## src/rtl/lsu_pkg.sv

```systemverilog
// Shared types and funct3 encodings for the load/store unit.
package lsu_pkg;

  typedef enum logic [1:0] {
    IDLE   = 2'd0,
    ACCESS = 2'd1,
    WRITE  = 2'd2,
    RESP   = 2'd3
  } lsu_state_e;

  localparam logic [2:0] F3_B  = 3'b000;
  localparam logic [2:0] F3_H  = 3'b001;
  localparam logic [2:0] F3_W  = 3'b010;
  localparam logic [2:0] F3_BU = 3'b100;
  localparam logic [2:0] F3_HU = 3'b101;

  // Stores only come in B/H/W flavours; loads add the unsigned B/H variants.
  function automatic logic funct3_illegal(input logic we, input logic [2:0] f3);
    logic bad;
    if (we) bad = !(f3 inside {F3_B, F3_H, F3_W});
    else    bad = !(f3 inside {F3_B, F3_H, F3_W, F3_BU, F3_HU});
    return bad;
  endfunction

endpackage

```

## src/rtl/lsu_lane_align.sv

```systemverilog
// Byte/halfword lane extraction with extension for loads, and lane merge for stores.
module lsu_lane_align
  import lsu_pkg::*;
(
  input  logic [2:0]  funct3,
  input  logic [1:0]  addr_lo,
  input  logic [31:0] word,
  input  logic [31:0] wdata,
  output logic [31:0] load_val,
  output logic [31:0] store_word
);

  logic [4:0]  shamt;
  logic [7:0]  byte_val;
  logic [15:0] half_val;
  logic [31:0] byte_mask;
  logic [31:0] merged_b;
  logic [31:0] merged_h;

  // Halfwords only look at addr_lo[1], words at neither, so low bits drop out here.
  always_comb begin
    shamt     = {addr_lo, 3'b000};
    byte_val  = 8'(word >> shamt);
    half_val  = addr_lo[1] ? word[31:16] : word[15:0];
    byte_mask = 32'h0000_00FF << shamt;
    merged_b  = (word & ~byte_mask) | ({24'b0, wdata[7:0]} << shamt);
    merged_h  = addr_lo[1] ? {wdata[15:0], word[15:0]} : {word[31:16], wdata[15:0]};
  end

  always_comb begin
    load_val = '0;
    case (funct3)
      F3_B:    load_val = {{24{byte_val[7]}}, byte_val};
      F3_BU:   load_val = {24'b0, byte_val};
      F3_H:    load_val = {{16{half_val[15]}}, half_val};
      F3_HU:   load_val = {16'b0, half_val};
      F3_W:    load_val = word;
      default: load_val = '0;
    endcase
  end

  always_comb begin
    store_word = word;
    case (funct3)
      F3_B:    store_word = merged_b;
      F3_H:    store_word = merged_h;
      F3_W:    store_word = wdata;
      default: store_word = word;
    endcase
  end

endmodule

```

## src/rtl/load_store_unit.sv

```systemverilog
// RV32I load/store unit: word memory access with read-modify-write sub-word stores.
// Define MISALIGN_TRAP_EN to report misaligned halfword/word accesses as errors.
module load_store_unit
  import lsu_pkg::*;
#(
  parameter int ADDR_W = 5,
  parameter int XLEN   = 32
) (
  input  logic              clk,
  input  logic              rst,
  input  logic              req_valid,
  output logic              req_ready,
  input  logic              req_we,
  input  logic [2:0]        req_funct3,
  input  logic [31:0]       req_addr,
  input  logic [XLEN-1:0]   req_wdata,
  output logic              rsp_valid,
  input  logic              rsp_ready,
  output logic [XLEN-1:0]   rsp_rdata,
  output logic              rsp_err,
  output logic [ADDR_W-1:0] mem_read_addr,
  input  logic [XLEN-1:0]   mem_read_data,
  output logic [ADDR_W-1:0] mem_write_addr,
  output logic [XLEN-1:0]   mem_write_data,
  output logic              mem_we
);

  lsu_state_e state, state_next;

  logic              we_q;
  logic [2:0]        f3_q;
  logic [ADDR_W+1:0] addr_q;
  logic [XLEN-1:0]   wdata_q;
  logic [XLEN-1:0]   data_q;
  logic [XLEN-1:0]   rdata_q;
  logic              err_q;
  logic              req_illegal;
  logic              req_misaligned;
  logic [XLEN-1:0]   align_word;
  logic [XLEN-1:0]   load_val;
  logic [XLEN-1:0]   store_word;
  logic              unused_addr_hi;

  assign unused_addr_hi = ^req_addr[31:ADDR_W+2];

`ifdef MISALIGN_TRAP_EN
  assign req_misaligned = (((req_funct3 == F3_H) || (req_funct3 == F3_HU)) && req_addr[0]) ||
                          ((req_funct3 == F3_W) && (req_addr[1:0] != 2'b00));
`else
  assign req_misaligned = 1'b0;
`endif

  assign req_illegal = funct3_illegal(req_we, req_funct3) || req_misaligned;

  always_ff @(posedge clk or posedge rst) begin
    if (rst) state <= IDLE;
    else     state <= state_next;
  end

  always_comb begin
    state_next = state;
    req_ready  = 1'b0;
    rsp_valid  = 1'b0;
    mem_we     = 1'b0;
    case (state)
      IDLE: begin
        req_ready = 1'b1;
        if (req_valid) state_next = req_illegal ? RESP : ACCESS;
      end
      ACCESS: state_next = we_q ? WRITE : RESP;
      WRITE: begin
        mem_we     = 1'b1;
        state_next = RESP;
      end
      RESP: begin
        rsp_valid = 1'b1;
        if (rsp_ready) state_next = IDLE;
      end
      default: state_next = IDLE;
    endcase
  end

  // Response fields are cleared at accept so a store or error reports zero data.
  always_ff @(posedge clk or posedge rst) begin
    if (rst) begin
      we_q    <= 1'b0;
      f3_q    <= '0;
      addr_q  <= '0;
      wdata_q <= '0;
      data_q  <= '0;
      rdata_q <= '0;
      err_q   <= 1'b0;
    end else begin
      case (state)
        IDLE: begin
          if (req_valid) begin
            we_q    <= req_we;
            f3_q    <= req_funct3;
            addr_q  <= req_addr[ADDR_W+1:0];
            wdata_q <= req_wdata;
            rdata_q <= '0;
            err_q   <= req_illegal;
          end
        end
        ACCESS: begin
          data_q  <= mem_read_data;
          rdata_q <= we_q ? '0 : load_val;
        end
        default: ;
      endcase
    end
  end

  // During ACCESS the live memory word feeds extraction; WRITE merges the sampled copy.
  assign align_word = (state == ACCESS) ? mem_read_data : data_q;

  lsu_lane_align u_lane_align (
    .funct3     (f3_q),
    .addr_lo    (addr_q[1:0]),
    .word       (align_word),
    .wdata      (wdata_q),
    .load_val   (load_val),
    .store_word (store_word)
  );

  assign mem_read_addr  = addr_q[ADDR_W+1:2];
  assign mem_write_addr = addr_q[ADDR_W+1:2];
  assign mem_write_data = store_word;
  assign rsp_rdata      = rdata_q;
  assign rsp_err        = err_q;

endmodule

```

## config.mk

```make
export PLATFORM = sky130hd
export DESIGN_NAME = load_store_unit
export DESIGN_NICKNAME = d
export VERILOG_FILES = /design/src/rtl/lsu_pkg.sv /design/src/rtl/lsu_lane_align.sv /design/src/rtl/load_store_unit.sv
export SDC_FILE = /design/constraint.sdc
export NUM_CORES = 1
export LEC_CHECK = 0
export BUFFER_PORTS_ARGS = -buffer_cell sky130_fd_sc_hd__buf_2
export CAP_MARGIN = 20
export CORE_ASPECT_RATIO = 1.2
export CORE_MARGIN = 2
export CORE_UTILIZATION = 56
export DETAILED_ROUTE_END_ITERATION = 10
export GPL_ROUTABILITY_DRIVEN = 0
export GPL_TIMING_DRIVEN = 1
export PLACE_DENSITY = 0.84
export SLEW_MARGIN = 20
export SYNTH_ARGS = -nofsm -noshare
export SYNTH_HDL_FRONTEND = slang
export SYNTH_SLANG_ARGS = --single-unit
```

## constraint.sdc

```tcl
create_clock -name clk -period 7.6 [get_ports clk]
set_clock_uncertainty 0.05 [all_clocks]
set_input_delay 1.52 -clock clk [delete_from_list [all_inputs] [get_ports clk]]
set_output_delay 1.52 -clock clk [all_outputs]
set_load 0.03 [all_outputs]
```

==> results.md <==
- Worst-Margin Slew: 1.18 ns
- Syn Std Cell Area: 5900 µm²
- Top Family by Delay on Critical Path: compound AO/OA/AOI/OAI gates
- Std cell rows: 41
- Max IR drop VDD: 374 µV
- Post-route ant nets: 0
- WHS Path Cells: 2
- Filler cell count: 791
- Worst setup margin: 3.02 ns
- TritonCTS clock tree: done
- Commonest non-fill, non-tap cell in the layout: buf_2
- Layout Area Growth over Synthesis: 17.6%
- FMAX: 0.218 GHz
- Longest Clk Path Bufs: 2
- Post-CTS resize count: 0
- DR pass1 iterations: 6
- Final Hold Violating Endpoints: 0
- Aggregate global routing overflow: 0
- Ys flop type: dfrtp_1
- Starting density of the core: 56.7%
- WL/cell: 20.9 µm
- Global-route wire length before repair: 25.7 mm
- Hold_sp: rsp_rdata[1]
- Slowest-stage cell, CP: a221oi_1
- Pins Over Slew Limit: 0
- Post-layout instance area: 6940 µm²
- Fin nets: 763
- Core Box Area: 10400 µm²
- Vias in the first global route: 4865
- Worst path depth: 5
- Antenna violations before repair: 0
- Buffers & Inverters on Critical Path: 1
- Sequential share of the synthesized area: 46.6%
- Htree depth: 3
- P_leak: 3.38 nW
- Reg-to-reg startpoint: state[1]
- Layout cells sized above 1: 42.9%
- I/O Pins: 182
- Crit path largest cell delay: 1.03 ns
- Worst-skew pair later-pin latency: 0.35 ns
- Minimum clock period: 4.58 ns
- Synth Register Bits: 110
- Critical Path, Cell by Cell: nand2b_1, a221oi_1, nor2_1, a221o_1, buf_2
- Gr usage total: 29.0%
- DR vias/cell: 6.44
- Synth cell types: 53
- Syn_nets: 638
- Fraction of registers with async set/reset: 100%
- Worst path required time: 6.03 ns
- Largest net degree at the start of global routing: 72
- Crit path DAT: 3.01 ns
- CP Max Fanout: 19
- Root buffer cell: clkbuf_16
- Hold-fix buffers at CTS: 0
- Status: complete, no violations
- Hold Crit Class: flop to flop
- Die H: 116 µm
- I/O Buffers: 156
- R2R Setup Slk: 4.48 ns
- CTS clk-pin slew, worst paths: 0.07 ns
- CP Launch Point: addr_q[0]
- R2R depth: 7
- Endpoint class of the critical path: primary output
- Setup CP Type: flop to primary output
- Die width: 97.7 µm
- CP Launch Type: flop
- Cell area after placement: 6620 µm²
- Tcrit/Tclk final: 60.3%
- Pwr Density: 573 nW/µm²
- Clock Sink Count: 110
- Total die area: 11400 µm²
- Routed WL: 16.5 mm
- Vias: 5079
- Power Total: 0.00398 W
- Setup TNS: 0 ns
- DP HPWL: 11.9 mm
- Post-CTS Setup Inserts: 0
- Synth warnings: 0
- Total CTS buffers: 9
- Max transition margin: 20.0%
- Max-cap violations: 0
- Syn avg cell area: 11.1 µm²
- RSZ-0062 raised after global routing: no
- Mapped Cells: 530
- 1st-iter DRT viols: 648
- Most frequent cells in the layout: buf_2, dfrtp_1, mux2_2
- Pre-CTS WS: 3.36 ns
- Number of diodes: 0
- Drt drc: 0
- Final setup violation count: 0
- EDFF count, synth: 0
[Yosys cell counts, types with 4 or more instances]
cell / count / area share (%)
dfrtp_1: 110 / 47
mux2_2: 64 / 12
nand2_1: 40 / 2.5
nor2_1: 33 / 2.1
a21oi_1: 30 / 2.5
inv_1: 23 / 1.5
clkbuf_1: 20 / 1.3
a22oi_1: 17 / 2.2
mux2i_1: 16 / 2.7
o21ai_0: 14 / 1.2
a222oi_1: 12 / 2.0
mux4_2: 12 / 4.6
nand3_2: 11 / 1.9
o221ai_1: 11 / 1.6
buf_2: 10 / 0.85
buf_4: 10 / 1.3
a221o_1: 9 / 1.5
nand3_1: 8 / 0.68
a211oi_1: 7 / 0.89
buf_6: 6 / 1.1
a22o_1: 5 / 0.74
nand2b_1: 5 / 0.53
o31ai_1: 5 / 0.64
and2_1: 4 / 0.42
ha_1: 4 / 0.85
nor3_1: 4 / 0.34
[stage by stage]
stage | instances | util (%) | hold WS, ns
after floorplan | 530 | - | 0.420
after global placement | 772 | 63.6 | 0.416
after detailed placement | 772 | 63.6 | 0.418
after CTS | 788 | 66.5 | 0.435
after global routing | 789 | 66.6 | 0.458
final | 789 | 66.6 | 0.428
[state kept, by name (all words and copies together) (netlist names)]
| signal | cells |
|---|---|
| addr_q | 7 |
| f3_q | 3 |
| we_q | 1 |
| rsp_rdata | 32 |
| wdata_q | 32 |
| rsp_err | 1 |
| data_q | 32 |
| state | 2 |
[cell families (layout without fill, tap and decap cells)]
group	after synthesis	in the layout	share of synthesized area, %
AOI/OAI and AO/OA	125	125	15.4
adders and majority gates	4	4	0.848
buffers and inverters	71	201	6.13
DFF	110	110	46.6
muxes	92	92	19.5
and+or+nand+nor	128	128	11.5
[power by group]
part	switching, W	internal [W]
logic	0.00156	0.000858
clock network	0.000219	0.000256
registers	0.000228	0.000857
total	0.00200	0.00197
[tightest hold or removal path: cells and delay by family, from the launching register on]
kind             cells  cell delay, ns
AND/OR/NAND/NOR      1            0.05
flip-flops           1            0.34
AO/OA/AOI/OAI        1            0.06
[metal layers]
metal | wire (µm) | vias to the layer above | track usage [%]
met1 | 6190 | 2435 | 37.9
met4 | 719 | 0 | 14.8
met2 | 7840 | 367 | 45.8
li1 | - | 2212 | -
met5 | 0 | - | 0
met3 | 1740 | 65 | 6.76
[worst paths after layout]
check | to
worst max-delay path | mem_write_data[22]
worst min-delay path | rsp_rdata[1]
worst max register to register | rsp_rdata[15]
worst min register to register | rsp_rdata[1]
max in group asynchronous | data_q[26]
min in group asynchronous | addr_q[6]
[area by class of cell]
| class | count | area [µm²] | area share (%) |
|---|---|---|---|
| Sequential cell | 110 | 2750 | 39.7 |
| Inverter | 23 | 88.8 | 1.28 |
| Clock buffer | 9 | 225 | 3.25 |
| Tap cell | 129 | 161 | 2.33 |
| Timing Repair Buffer | 162 | 830 | 12.0 |
| Multi-Input combinational cell | 349 | 2810 | 40.4 |
| Clock inverter | 7 | 75.1 | 1.08 |
No activity file was read; power rests on OpenSTA's default activity.
